==> src/rtl/servant_bus_scheduler.sv <==
// Round-robin Wishbone scheduler for ibus, dbus and the external host, with a per-transaction watchdog.
// Optional build macro SERVANT_ARB_EXT_LOCK_EN adds i_ext_lock to keep the bus with the host across transactions.
module servant_bus_scheduler #(
  parameter int unsigned TIMEOUT_CYCLES = 255,
  parameter logic [31:0] TIMEOUT_RDT    = 32'hDEAD_BEEF
) (
  input  logic        i_clk,
  input  logic        i_nrst,
  input  logic [31:0] i_ibus_adr,
  input  logic        i_ibus_cyc,
  output logic        o_ibus_ack,
  input  logic [31:0] i_dbus_adr,
  input  logic [31:0] i_dbus_dat,
  input  logic [3:0]  i_dbus_sel,
  input  logic        i_dbus_we,
  input  logic        i_dbus_cyc,
  output logic        o_dbus_ack,
  input  logic [31:0] i_ext_adr,
  input  logic [31:0] i_ext_dat,
  input  logic [3:0]  i_ext_sel,
  input  logic        i_ext_we,
  input  logic        i_ext_cyc,
  output logic        o_ext_ack,
  output logic [31:0] o_rdt,
  output logic [31:0] o_wb_adr,
  output logic [31:0] o_wb_dat,
  output logic [3:0]  o_wb_sel,
  output logic        o_wb_we,
  output logic        o_wb_cyc,
  input  logic [31:0] i_wb_rdt,
  input  logic        i_wb_ack,
  output logic [2:0]  o_grant,
`ifdef SERVANT_ARB_EXT_LOCK_EN
  input  logic        i_ext_lock,
`endif
  output logic        o_timeout
);

  typedef enum logic {IDLE = 1'b0, BUSY = 1'b1} state_t;

  localparam logic [15:0] TMO_LAST = 16'(TIMEOUT_CYCLES - 1);

  state_t      state, state_nxt;
  logic [2:0]  grant, grant_nxt;
  logic [1:0]  last, last_nxt;
  logic [15:0] cnt, cnt_nxt;
  logic [2:0]  req;
  logic        busy;
  logic        gnt_cyc;
  logic        tmo_hit;
  logic        lock_grant;

  // Winner is the first requester after the last-granted master, ibus -> dbus -> ext.
  function automatic logic [2:0] rr_pick(input logic [2:0] r, input logic [1:0] l);
    logic [2:0] g;
    g = 3'b000;
    case (l)
      2'd0:    if (r[1]) g = 3'b010; else if (r[2]) g = 3'b100; else if (r[0]) g = 3'b001;
      2'd1:    if (r[2]) g = 3'b100; else if (r[0]) g = 3'b001; else if (r[1]) g = 3'b010;
      default: if (r[0]) g = 3'b001; else if (r[1]) g = 3'b010; else if (r[2]) g = 3'b100;
    endcase
    return g;
  endfunction

  function automatic logic [1:0] grant_idx(input logic [2:0] g);
    return g[0] ? 2'd0 : (g[1] ? 2'd1 : 2'd2);
  endfunction

  assign req     = {i_ext_cyc, i_dbus_cyc, i_ibus_cyc};
  assign busy    = (state == BUSY);
  assign gnt_cyc = |(grant & req);
  // A real ack in the last watchdog cycle wins over the forced termination.
  assign tmo_hit = busy & ~i_wb_ack & gnt_cyc & (cnt == TMO_LAST);
  assign o_grant = grant;

`ifdef SERVANT_ARB_EXT_LOCK_EN
  logic ext_held;

  always_ff @(posedge i_clk) begin
    if (!i_nrst)
      ext_held <= 1'b0;
    else if (busy && i_wb_ack)
      ext_held <= grant[2];
  end

  assign lock_grant = ext_held & i_ext_lock & i_ext_cyc;
`else
  assign lock_grant = 1'b0;
`endif

  always_ff @(posedge i_clk) begin
    if (!i_nrst) begin
      state <= IDLE;
      grant <= 3'b000;
      last  <= 2'd2;
      cnt   <= 16'd0;
    end else begin
      state <= state_nxt;
      grant <= grant_nxt;
      last  <= last_nxt;
      cnt   <= cnt_nxt;
    end
  end

  always_comb begin
    state_nxt = state;
    grant_nxt = grant;
    last_nxt  = last;
    cnt_nxt   = cnt;
    case (state)
      IDLE: begin
        grant_nxt = 3'b000;
        cnt_nxt   = 16'd0;
        if (lock_grant) begin
          state_nxt = BUSY;
          grant_nxt = 3'b100;
        end else if (|req) begin
          state_nxt = BUSY;
          grant_nxt = rr_pick(req, last);
        end
      end
      default: begin
        if (i_wb_ack) begin
          state_nxt = IDLE;
          grant_nxt = 3'b000;
          last_nxt  = grant_idx(grant);
        end else if (!gnt_cyc || tmo_hit) begin
          state_nxt = IDLE;
          grant_nxt = 3'b000;
        end else begin
          cnt_nxt = cnt + 16'd1;
        end
      end
    endcase
  end

  always_comb begin
    o_wb_adr = 32'd0;
    o_wb_dat = 32'd0;
    o_wb_sel = 4'd0;
    o_wb_we  = 1'b0;
    if (grant[0]) begin
      o_wb_adr = i_ibus_adr;
      o_wb_sel = 4'hF;
    end else if (grant[1]) begin
      o_wb_adr = i_dbus_adr;
      o_wb_dat = i_dbus_dat;
      o_wb_sel = i_dbus_sel;
      o_wb_we  = i_dbus_we;
    end else if (grant[2]) begin
      o_wb_adr = i_ext_adr;
      o_wb_dat = i_ext_dat;
      o_wb_sel = i_ext_sel;
      o_wb_we  = i_ext_we;
    end
    o_wb_cyc   = busy & gnt_cyc;
    o_ibus_ack = busy & grant[0] & (i_wb_ack | tmo_hit);
    o_dbus_ack = busy & grant[1] & (i_wb_ack | tmo_hit);
    o_ext_ack  = busy & grant[2] & (i_wb_ack | tmo_hit);
    o_timeout  = tmo_hit;
    o_rdt      = tmo_hit ? TIMEOUT_RDT : i_wb_rdt;
  end

endmodule

==> config.mk <==
export PLATFORM = sky130hd
export DESIGN_NAME = servant_bus_scheduler
export DESIGN_NICKNAME = d
export VERILOG_FILES = /design/src/rtl/servant_bus_scheduler.sv
export SDC_FILE = /design/constraint.sdc
export NUM_CORES = 1
export LEC_CHECK = 0
export CAP_MARGIN = 15
export CORE_AREA = 2 2 123 125
export DETAILED_ROUTE_END_ITERATION = 16
export DIE_AREA = 0 0 125 127
export SETUP_SLACK_MARGIN = 0.1
export SYNTH_ARGS = -nofsm -noshare
export SYNTH_HDL_FRONTEND = slang
export SYNTH_SLANG_ARGS = --single-unit
==> constraint.sdc <==
create_clock -name i_clk -period 2.1 [get_ports i_clk]
set_input_delay 0.42 -clock i_clk [delete_from_list [all_inputs] [get_ports i_clk]]
set_output_delay 0.42 -clock i_clk [all_outputs]
set_load 0.05 [all_outputs]
==> out/qor.yml <==
pwr:
  ir_drop_mv: 0.257
  cellPowerDensity_nw_per_um2: 321
  p_leak_nw: 3.32
grt:
  grt_pass1_vias: 4402
  grt_pass1_wl_um: 26000
  grt_use_total: 0.207
  antenna_found_initial: 1
  overflow: 0
  grt_max_degree: 37
die:
  fp.dieH_um: 127
  dieArea_um2: 15900
  start_util: 0.161
  dieWidth_um: 125
  coreArea_um2: 14400
  rows: 44
  ios: 317
drt:
  drt-total-wl_um: 18100
  postRouteAntennaNets: 0
  wl_per_cell_um: 20.5
  drt_iter0_markers: 132
  vias: 4249
  first_pass_iters: 4
  routed_via_density: 4.83
  drc: 0
final_layout:
  nets: 907
  synthToLayoutAreaGrowth_pct: 276
  final_common_cell: "clkdlybuf4s50_1"
  final_cell_mix: "clkdlybuf4s50_1, buf_12, nand2_1, buf_4, a22oi_2"
  fin_cells: 880
  seq_area_um2: 453
  design_area_um2: 8720
  drive_gt1_frac: 0.501
  fillCellCount: 1150
  multiInputGateArea_um2: 2780
  antennaDiodeCount: 0
place:
  postPlaceCellArea_um2: 7410
  dp_hpwl_um: 12700
  globalplace.congestion: 0.901
  place_inst: 837
  io_buffers: 316
outcome:
  violations: "setup timing"
  status: "complete, but fails checks"
logic_synthesis:
  synth_flop_cell: "dfxtp_1"
  syn_area_per_cell_um2: 7.02
  synth_area_um2: 2320
  ys_async_sr_fraction: 0
  synth_cells: 330
  ys_ff_latch: 22
  synth_nets: 540
  yosysSeqAreaShare: 0.190
  synthDistinctLibCells: 41
  synth_edf_count: 0
  synth_warnings: 0
setup_path:
  cp_max_fo: 3
  cp.arrival_ps: 2040
  crit_path_end_kind: "primary output"
  cp.required_ps: 1680
  cp-start-kind: "flop"
  crit_type: "flop to primary output"
timing:
  grt_setup_unrepaired: "yes"
  slew_viol_final: 0
  skew_ps: 4.51
  post-route-period-util: 1.17
  holdWs_ps: 500
  max_freq_mhz: 406
  setup_viol: 64
  max_slew_margin: 0.737
  fin_ws_ps: -361
  tightest_slew_ps: 389
  finalHoldViolations: 0
  post-route-min-period_ps: 2460
flow_run:
  maxCapViolations: 0
min_path:
  min_path_type: "flop to flop"
clocking:
  cts_root_buf: "clkbuf_16"
  ctsHoldBuffers: 0
  clk_path_buf_depth: 2
  worst_skew_pair.late_latency_ps: 250
  cts_tree: "built"
  cts.reportedPaths.clkPinSlew_ps: 60
  cts.sinks: 22
  cts-htree-levels: 1
  numCtsBuffers: 3
-- routing by layer --
metal,global-route usage,routed length [µm],vias to the layer above
li1,-,-,2020
met1,0.231,6590,1995
met2,0.406,9920,215
met3,0.0410,1240,19
met4,0.0431,317,0
met5,0,0,-
-- final timing paths --
| kind | depth (start not counted) | slack [ps] | endpoint | startpoint |
|---|---|---|---|---|
| setup / recovery | 7 | -360 | o_dbus_ack | cnt[10] |
| hold / removal | 2 | 500 | cnt[5] | cnt[5] |
| setup reg to reg | 6 | 80 | cnt[15] | o_grant[0] |
| hold reg to reg | 2 | 500 | cnt[5] | cnt[5] |
-- cell type report --
| type | instances | share of cell area |
|---|---|---|
| repair buffers | 391 | 0.593 |
| multi-input cells | 277 | 0.319 |
| flip-flops and latches | 22 | 0.0519 |
| well taps | 184 | 0.0264 |
| clock buffers | 4 | 0.00904 |
| inverters | 2 | 0.000861 |
-- where the power goes --
| part | internal [mW] | switching, mW | leakage (nW) | total (mW) |
|---|---|---|---|---|
| clock | 0.259 | 0.148 | 0.0382 | 0.406 |
| combinational | 1.06 | 0.903 | 3.10 | 1.96 |
| sequential | 0.422 | 0.00555 | 0.181 | 0.428 |
| total | 1.74 | 1.06 | 3.32 | 2.80 |
-- critical path: stages, from the launching register on --
cell     delay, ps
dfxtp_1        310
or4_4          570
buf_6          150
nor4_4         250
a21oi_1        100
buf_4          170
nor2_4         100
buf_12         140
-- sequential cells by signal, summed over array words and instances, names as in the netlist --
name and count:
cnt 16, o_grant 3, last 2, busy 1
-- Yosys cell counts, types with 6 or more instances --
cell / number / area (µm²)
a21oi_1: 16 / 80.1
a22o_1: 33 / 289
a22oi_1: 32 / 240
clkbuf_1: 27 / 101
dfxtp_1: 22 / 440
nand2_1: 45 / 169
nand3_1: 6 / 30.0
nor2b_1: 16 / 100
o21ai_0: 38 / 190
o31ai_1: 10 / 75.1
or2_2: 25 / 156
or4_1: 11 / 82.6
-- repair_timing --
item                                   in CTS  in global routing
resized for setup                         100                 42
setup endpoints to repair                 115                115
pin swaps                                  46                 59
setup buffers                              19                  6
endpoints found under the hold margin       0                  0
cloned                                     14                  2
-- per-stage QoR --
stage | power, mW | setup TNS [ps] | utilization | setup WS [ps]
3_5_place_dp | 2.18 | -21670 | 0.514 | -556
4_1_cts | 2.78 | -14780 | 0.591 | -359
2_1_floorplan | 1.19 | -8890 | - | -271
6_report | 2.80 | -12860 | 0.605 | -361
3_3_place_gp | 2.17 | -21370 | 0.514 | -552
5_1_grt | 2.88 | -19290 | 0.605 | -441
-- logic make-up (layout without fill, tap and decap cells) --
group | Yosys count | in the layout | share of synthesized area
flops | 22 | 22 | 0.190
compound gates | 144 | 144 | 0.434
buf+inv | 33 | 397 | 0.0578
simple gates | 128 | 130 | 0.303
mux | 1 | 1 | 0.00432
fa+ha+maj | 2 | 2 | 0.0108
Note: power is estimated with default switching activity, not from simulation.
